## config.mk

```make
export PLATFORM = sky130hd
export DESIGN_NAME = uctl_memrdarbiter
export DESIGN_NICKNAME = d
export VERILOG_FILES = /design/src/rtl/uctl_memrdarbiter.sv
export SDC_FILE = /design/constraint.sdc
export NUM_CORES = 1
export LEC_CHECK = 0
export CAP_MARGIN = 10
export CORE_MARGIN = 4
export CORE_UTILIZATION = 30
export CTS_BUF_LIST = sky130_fd_sc_hd__clkbuf_4
export DETAILED_ROUTE_END_ITERATION = 8
export GPL_TIMING_DRIVEN = 1
export PLACE_DENSITY = 0.79
export SYNTH_ARGS = -nofsm -noshare
export SYNTH_HDL_FRONTEND = slang
export SYNTH_SLANG_ARGS = --single-unit
```

## constraint.sdc

```tcl
create_clock -name coreClk -period 6.25 [get_ports coreClk]
set_clock_uncertainty 0.2 [all_clocks]
set_input_delay 1.25 -clock coreClk [delete_from_list [all_inputs] [get_ports coreClk]]
set_output_delay 1.25 -clock coreClk [all_outputs]
set_load 0.05 [all_outputs]
```

## src/rtl/uctl_memrdarbiter.sv

```systemverilog
`default_nettype none
// ============================================================================
// Module      : uctl_memrdarbiter
// Description : Round-robin memory1 read arbiter (sepr/dmaRx/cmd) with tag
//               FIFO routing of in-order return data.
// Revision    : 1.0 - initial release
// ============================================================================
module uctl_memrdarbiter #(
    parameter int ADDR_SIZE       = 32,
    parameter int DATA_SIZE       = 32,
    parameter int MAX_OUTSTANDING = 4,
    parameter int BURST_MAX       = 4
) (
    input  logic                 coreClk,
    input  logic                 coreRst,
    input  logic                 sepr2arb_rd,
    input  logic                 dmaRx2arb_rdReq,
    input  logic                 cmd2arb_rdReq,
    input  logic [ADDR_SIZE-1:0] sepr2arb_addr,
    input  logic [ADDR_SIZE-1:0] dmaRx2arb_addr,
    input  logic [ADDR_SIZE-1:0] cmd2arb_addr,
    output logic                 arb2sepr_ack,
    output logic                 arb2dmaRx_ack,
    output logic                 arb2cmd_ack,
    output logic                 arb2sepr_rdVal,
    output logic                 arb2dmaRx_rdVal,
    output logic                 arb2cmd_rdVal,
    output logic [DATA_SIZE-1:0] arb2sepr_rdData,
    output logic [DATA_SIZE-1:0] arb2dmaRx_rdData,
    output logic [DATA_SIZE-1:0] arb2cmd_rdData,
    output logic                 mem1_rd,
    output logic [ADDR_SIZE-1:0] mem1_addr,
    input  logic                 mem1_ackOut,
    input  logic                 mem1_dataVld,
    input  logic [DATA_SIZE-1:0] mem1_dataOut,
    output logic                 arb_tagErr,
    output logic                 arb_busy
);

    localparam int PTR_W = $clog2(MAX_OUTSTANDING);
    localparam int CNT_W = PTR_W + 1;
    localparam int BC_W  = $clog2(BURST_MAX) + 1;

    localparam logic [BC_W-1:0]  c_burst_last = BC_W'(BURST_MAX - 1);
    localparam logic [CNT_W-1:0] c_fifo_full  = CNT_W'(MAX_OUTSTANDING);
    localparam logic [0:0]       c_idle       = 1'b0;
    localparam logic [0:0]       c_grant      = 1'b1;

    logic [0:0]       r_state_q,     w_state_d;
    logic [1:0]       r_grant_idx_q, w_grant_idx_d;
    logic [1:0]       r_last_idx_q,  w_last_idx_d;
    logic [BC_W-1:0]  r_burst_cnt_q, w_burst_cnt_d;
    logic [PTR_W-1:0] r_wr_ptr_q,    w_wr_ptr_d;
    logic [PTR_W-1:0] r_rd_ptr_q,    w_rd_ptr_d;
    logic [CNT_W-1:0] r_fifo_cnt_q,  w_fifo_cnt_d;
    logic             r_tag_err_q,   w_tag_err_d;
    logic [1:0]       r_tag_mem_q [MAX_OUTSTANDING];

    logic [2:0]           w_req;
    logic                 w_gnt_req;
    logic [ADDR_SIZE-1:0] w_gnt_addr;
    logic [1:0]           w_cand1, w_cand2, w_sel_idx, w_head;
    logic                 w_fifo_full, w_fifo_empty;
    logic                 w_mem_rd, w_accept, w_pop;

    assign w_req        = {cmd2arb_rdReq, dmaRx2arb_rdReq, sepr2arb_rd};
    assign w_fifo_full  = (r_fifo_cnt_q == c_fifo_full);
    assign w_fifo_empty = (r_fifo_cnt_q == '0);
    assign w_accept     = w_mem_rd & mem1_ackOut;
    assign w_pop        = mem1_dataVld & ~w_fifo_empty;
    assign w_head       = r_tag_mem_q[r_rd_ptr_q];

    // Circular search order: last+1, last+2, last (indices modulo 3)
    assign w_cand1 = (r_last_idx_q == 2'd2) ? 2'd0 : r_last_idx_q + 2'd1;
    assign w_cand2 = (w_cand1 == 2'd2) ? 2'd0 : w_cand1 + 2'd1;

    always_comb begin
        w_sel_idx = r_last_idx_q;
        if (w_req[w_cand1]) begin
            w_sel_idx = w_cand1;
        end else if (w_req[w_cand2]) begin
            w_sel_idx = w_cand2;
        end
    end

    always_comb begin
        w_gnt_req  = 1'b0;
        w_gnt_addr = '0;
        case (r_grant_idx_q)
            2'd0:    begin w_gnt_req = sepr2arb_rd;     w_gnt_addr = sepr2arb_addr;  end
            2'd1:    begin w_gnt_req = dmaRx2arb_rdReq; w_gnt_addr = dmaRx2arb_addr; end
            2'd2:    begin w_gnt_req = cmd2arb_rdReq;   w_gnt_addr = cmd2arb_addr;   end
            default: begin w_gnt_req = 1'b0;            w_gnt_addr = '0;             end
        endcase
    end

    always_ff @(posedge coreClk) begin
        if (coreRst) begin
            r_state_q     <= c_idle;
            r_grant_idx_q <= 2'd0;
            r_last_idx_q  <= 2'd2;
            r_burst_cnt_q <= '0;
            r_wr_ptr_q    <= '0;
            r_rd_ptr_q    <= '0;
            r_fifo_cnt_q  <= '0;
            r_tag_err_q   <= 1'b0;
        end else begin
            r_state_q     <= w_state_d;
            r_grant_idx_q <= w_grant_idx_d;
            r_last_idx_q  <= w_last_idx_d;
            r_burst_cnt_q <= w_burst_cnt_d;
            r_wr_ptr_q    <= w_wr_ptr_d;
            r_rd_ptr_q    <= w_rd_ptr_d;
            r_fifo_cnt_q  <= w_fifo_cnt_d;
            r_tag_err_q   <= w_tag_err_d;
        end
    end

    // Tag storage needs no reset: validity is tracked by the count/pointers
    always_ff @(posedge coreClk) begin
        if (w_accept) begin
            r_tag_mem_q[r_wr_ptr_q] <= r_grant_idx_q;
        end
    end

    always_comb begin
        w_state_d     = r_state_q;
        w_grant_idx_d = r_grant_idx_q;
        w_last_idx_d  = r_last_idx_q;
        w_burst_cnt_d = r_burst_cnt_q;
        case (r_state_q)
            c_idle: begin
                if ((|w_req) && !w_fifo_full) begin
                    w_grant_idx_d = w_sel_idx;
                    w_last_idx_d  = w_sel_idx;
                    w_burst_cnt_d = '0;
                    w_state_d     = c_grant;
                end
            end
            c_grant: begin
                if (w_accept) begin
                    w_burst_cnt_d = r_burst_cnt_q + BC_W'(1);
                end
                if ((w_accept && (r_burst_cnt_q == c_burst_last)) || !w_gnt_req ||
                    (w_fifo_full && !w_accept)) begin
                    w_state_d = c_idle;
                end
            end
            default: w_state_d = c_idle;
        endcase
    end

    always_comb begin
        w_mem_rd      = (r_state_q == c_grant) & w_gnt_req & ~w_fifo_full;
        mem1_rd       = w_mem_rd;
        mem1_addr     = w_mem_rd ? w_gnt_addr : '0;
        arb2sepr_ack  = w_accept & (r_grant_idx_q == 2'd0);
        arb2dmaRx_ack = w_accept & (r_grant_idx_q == 2'd1);
        arb2cmd_ack   = w_accept & (r_grant_idx_q == 2'd2);
        arb_busy      = (r_state_q == c_grant) | ~w_fifo_empty;
    end

    always_comb begin
        w_wr_ptr_d   = w_accept ? r_wr_ptr_q + PTR_W'(1) : r_wr_ptr_q;
        w_rd_ptr_d   = w_pop ? r_rd_ptr_q + PTR_W'(1) : r_rd_ptr_q;
        w_fifo_cnt_d = r_fifo_cnt_q;
        if (w_accept && !w_pop) begin
            w_fifo_cnt_d = r_fifo_cnt_q + CNT_W'(1);
        end else if (!w_accept && w_pop) begin
            w_fifo_cnt_d = r_fifo_cnt_q - CNT_W'(1);
        end
        w_tag_err_d = r_tag_err_q | (mem1_dataVld & w_fifo_empty);
    end

    // Return data is steered to the head tag with zero added latency
    always_comb begin
        arb2sepr_rdVal   = w_pop & (w_head == 2'd0);
        arb2dmaRx_rdVal  = w_pop & (w_head == 2'd1);
        arb2cmd_rdVal    = w_pop & (w_head == 2'd2);
        arb2sepr_rdData  = arb2sepr_rdVal  ? mem1_dataOut : '0;
        arb2dmaRx_rdData = arb2dmaRx_rdVal ? mem1_dataOut : '0;
        arb2cmd_rdData   = arb2cmd_rdVal   ? mem1_dataOut : '0;
        arb_tagErr       = r_tag_err_q;
    end

endmodule
`default_nettype wire

```

==> metrics.cfg, run 1 <==
[routing]
num_vias=3446
wl_per_cell_um=16.9
drt-total-wl_mm=12.3
drcViolationCount=0
drt_iter0_markers=105
via_per_inst=4.73
ant_nets=0
dr.pass1.iters=4

[floorplanning]
die_h_um=105
row_count=34
die-area_um2=10900
coreArea_um2=8890
die_x_um=105
pin_count=272
start_util_pct=31.5

[clocking]
post_cts.repair.setup_buffers=0
post_cts_resize_count=0
cts-root-buf=clkbuf_4
cts_inserted_buffers=3
clock_sinks=25
cts_tree=yes
clk_pin_slew_ps=150
clkLatencyLatePin_ps=320
cts_buffer_depth=2
cts_max_level=1
cts_hold_buf=0

[critical_path]
max_stage_delay_ps=850
critPathSlowestCell=clkdlybuf4s50_1
path_cells=clkdlybuf4s50_1 > mux2i_1 > o2bb2ai_4 > nand3_2 > a21oi_1 > clkdlybuf4s50_1
cpMostUsedCell=clkdlybuf4s50_1
required_ps=4800
startpoint_type=primary input
r2r_start=r_grant_idx_q[1]
critical_path.endpoint=mem1_addr[31]
critPathLaunch=sepr2arb_rd
crit_type=primary input to output pin
reg2regPathDepth=11
cp-end-kind=output pin
r2r_end=r_fifo_cnt_q[2]
r2r_setup_slack_ps=3140
crit_path_max_fanout=34
arrival_ps=4040

[finish]
area_growth_pct=97.9
final_cell_mix=271 x clkdlybuf4s50_1, 93 x and2_1, 71 x nor2_1, 40 x a21oi_1, 33 x mux2i_1
final_net_count=763
drive_gt1_share_pct=4.68
layout_commonest_cell=clkdlybuf4s50_1
post-route-util_pct=62.3

[synth]
netlist_instances=366
synthArstFlopShare_pct=0
ys_seq_area_share_pct=20.7
postSynthNetCount=509
ys_ff_latch=25
synth.yosys.warnings=0
yosys.cell_types.count=44
synth_edf_count=8
avgSynthCellArea_um2=7.65
synthFlopType=dfxtp_1
syn-cell-area_um2=2800

[grt]
grt_use_total_pct=20.9
antenna_found_initial=2
use_met1_pct=21.2
gr-usage-met3_pct=6.10
grt_overflow=0
grt_pass1_vias=3494
globalRouteMet2Util_pct=41.7
grt_pass1_wl_mm=18.7
busiest_layer=met2
grt_max_degree=57

[place]
pre_cts_slack_ps=793
gp_congestion=0.825
dp_hpwl_mm=10.5
port_buffers=271

[power_and_ir_drop]
powerDensity_nw_per_um2=265
fin_total_pwr_mw=1.47
p_leak_nw=2.12
irDropWorstVdd_uv=176

[timing]
setup_ws_ps=764
post-route-period-util_pct=87.8
slew_viol_final=0
layout_min_cycle_time_ps=5490
slew_headroom_pct=53.4
tns_ps=0
setup-violations-final=0
worst_pin_slew_ps=697
hold_viol=0
rsz0062_at_grt=false
fmax_mhz=182
hold_ws_ps=303

[job]
cap_violations=0

[worst_hold_path]
min_path_type=flop to flop

[outcome]
status=complete, no violations

[worst min-delay path by stage]
| stage | startpoint | to | slack [ps] | cells after the start |
|---|---|---|---|---|
| detailed placement | arb_tagErr | arb_tagErr | 260 | 2 |
| floorplan | r_burst_cnt_q[1] | r_burst_cnt_q[1] | 260 | 2 |
| global route | r_burst_cnt_q[1] | r_burst_cnt_q[1] | 330 | 2 |
| finish | arb_tagErr | arb_tagErr | 300 | 2 |
| global placement | arb_tagErr | arb_tagErr | 250 | 2 |
| CTS | arb_tagErr | arb_tagErr | 300 | 2 |
[cells by family (layout without fill, tap and decap cells)]
group / count (synthesis) / after routing / synth area share, %
flops: 25 / 25 / 20.7
compound gates: 55 / 55 / 12.1
xor+xnor: 4 / 4 / 1.25
other cells: 0 / 2 / 0
mux: 35 / 35 / 13.4
buf+inv: 36 / 289 / 7.77
fa+ha+maj: 8 / 8 / 3.84
simple gates: 203 / 203 / 40.9
[power breakdown]
part	total (mW)	leakage (nW)	internal, mW	switching, mW
Clock	0.0736	0.0183	0.0249	0.0487
Combinational	1.17	1.89	0.437	0.730
Sequential	0.228	0.213	0.200	0.0283
[state kept, by name (all words and copies together) (netlist names), named ones only]
register	count
r_burst_cnt_q	3
r_grant_idx_q	2
r_fifo_cnt_q	3
r_last_idx_q	1
r_state_q	1
r_rd_ptr_q	2
arb_tagErr	1
r_tag_mem_q	8
r_wr_ptr_q	2
[worst max-delay path, delay by kind of cell]
family / cells / cell delay, ps
and+or+nand+nor: 1 / 580
buffers and inverters: 2 / 1390
AOI/OAI and AO/OA: 2 / 650
muxes: 1 / 150
[per-stage QoR]
step	cells	area, µm²
CTS	727	5540
detailed placement	723	5510
finish	729	5540
global placement	723	5510
floorplan	366	2800
global route	729	5540
[layout make-up]
class                      count  area (µm²)
clock inverter                 1        6.26
fill                         795        3350
inverter                       8        30.0
sequential                    25         583
multi-input combinational    305        2000
timing repair buffer         277        2760
antenna                        2        5.00
tap                          108         135
clock buffer                   3        22.5
[layer usage]
layer	vias up	wire [µm]
met1	1524	4390
met2	178	6710
met4	0	162
li1	1734	-
met3	10	1070
met5	-	0
[synthesized netlist by cell type, types with 3 or more instances]
master / number / area share [%]
buf_6: 10 / 4.0
and2_1: 93 / 21
and2_2: 3 / 0.80
xor2_1: 4 / 1.3
ha_1: 7 / 3.1
edfxtp_1: 8 / 8.6
nor3_1: 4 / 0.71
inv_1: 7 / 0.94
nand3_1: 3 / 0.54
nand2_1: 3 / 0.40
buf_2: 6 / 1.1
o21ai_0: 5 / 0.89
a21oi_1: 40 / 7.1
nand2b_1: 4 / 0.89
dfxtp_1: 17 / 12
nor2_1: 71 / 9.5
mux2i_1: 33 / 12
clkbuf_1: 11 / 1.5
and3_1: 5 / 1.1
Power figures use the tool's default switching activity.
==> run 2, diff against run 1 <==
- CORE_MARGIN: 4 -> 8
==> metrics.cfg, run 2 (synthesis results as in run 1) <==
[routing]
drt_iter0_markers=212
ant_nets=0
num_vias=3491
drcViolationCount=0
wl_per_cell_um=18.5
drt-total-wl_mm=13.5
dr.pass1.iters=4
via_per_inst=4.77

[finish]
layout_commonest_cell=clkdlybuf4s50_1
reg_top3=r_tag_mem_q (8), r_burst_cnt_q (3), r_fifo_cnt_q (3)
regMostFlops=r_tag_mem_q
largest_reg_flops=8
final_net_count=762
drive_gt1_share_pct=4.53
area_growth_pct=97.8
final_cell_mix=271 x clkdlybuf4s50_1, 93 x and2_1, 71 x nor2_1, 40 x a21oi_1, 33 x mux2i_1

[floorplanning]
coreArea_um2=9150
row_count=35
start_util_pct=30.6
pin_count=272
die-area_um2=12700
die_h_um=113
die_x_um=113

[critical_path]
critPathSlowestCell=clkdlybuf4s50_1
r2r_setup_slack_ps=2970
arrival_ps=4000
startpoint_type=primary input
reg2regPathDepth=11
cpMostUsedCell=clkdlybuf4s50_1
required_ps=4800
cp-end-kind=output pin
crit_type=primary input to output pin
max_stage_delay_ps=850
path_cells=clkdlybuf4s50_1 > mux2i_1 > o2bb2ai_4 > nand3_2 > a21oi_1 > clkdlybuf4s50_1
crit_path_max_fanout=34

[timing]
slew_viol_final=0
tns_ps=0
fmax_mhz=183
worst_pin_slew_ps=963
rsz0062_at_grt=false
slew_headroom_pct=35.6
post-route-period-util_pct=87.2
setup-violations-final=0
layout_min_cycle_time_ps=5450
hold_viol=0

[power_and_ir_drop]
irDropWorstVdd_uv=180
fin_total_pwr_mw=1.47
powerDensity_nw_per_um2=266
p_leak_nw=2.11

[grt]
grt_pass1_vias=3575
antenna_found_initial=3
grt_pass1_wl_mm=20.1
grt_use_total_pct=20.0
grt_max_degree=52
grt_overflow=0

[clocking]
cts_max_level=1
cts_buffer_depth=2
cts-root-buf=clkbuf_4
clkLatencyLatePin_ps=320
post_cts_resize_count=0
clk_pin_slew_ps=130
clock_sinks=25
post_cts.repair.setup_buffers=0
cts_inserted_buffers=3
cts_hold_buf=0
cts_tree=yes

[outcome]
status=complete, no violations

[place]
gp_congestion=0.858
port_buffers=271
dp_hpwl_mm=11.8

[worst_hold_path]
min_path_type=flop to flop
hold_path_depth=2

[job]
cap_violations=0

-- run 2: final timing paths --
check,from,endpoint
max,dmaRx2arb_rdReq,mem1_addr[31]
max reg2reg,r_grant_idx_q[1],r_fifo_cnt_q[2]
min reg2reg,arb_tagErr,arb_tagErr
min,arb_tagErr,arb_tagErr
-- run 2: final cells by class --
class	instances	area (µm²)
clock inverter	1	5.00
multi-input combinational	305	2000
fill	791	3610
timing repair buffer	276	2750
tap	111	139
inverter	8	30.0
clock buffer	3	22.5
sequential	25	583
antenna	3	7.51
-- run 2: power by group --
group          switching [mW]  internal [mW]
combinational           0.729          0.435
sequential             0.0365          0.200
clock                  0.0478         0.0240
total                   0.813          0.659
-- run 2: per-layer routing --
metal / track usage (%) / vias to the layer above / wire length [µm]
met4: 8.54 / 0 / 426
met1: 18.7 / 1539 / 4740
met3: 9.39 / 22 / 1610
met5: 0 / - / 0
li1: - / 1730 / -
met2: 36.6 / 200 / 6770
-- run 2: worst max-delay path, delay by kind of cell --
kind	cells	cell delay, ps
compound gates	2	610
buf+inv	2	1390
mux	1	160
simple gates	1	570
-- run 2: stage by stage --
step / hold slack [ps] / utilization (%) / cells / cell area [µm²] / setup WS (ps)
final: 288 / 60.5 / 732 / 5540 / 798
after global routing: 333 / 60.5 / 732 / 5540 / 600
after CTS: 294 / 60.4 / 729 / 5530 / 803
after detailed placement: 264 / 60.1 / 725 / 5500 / 830
after global placement: 252 / 60.1 / 725 / 5500 / 898
after floorplan: 261 / - / 366 / 2800 / 2070
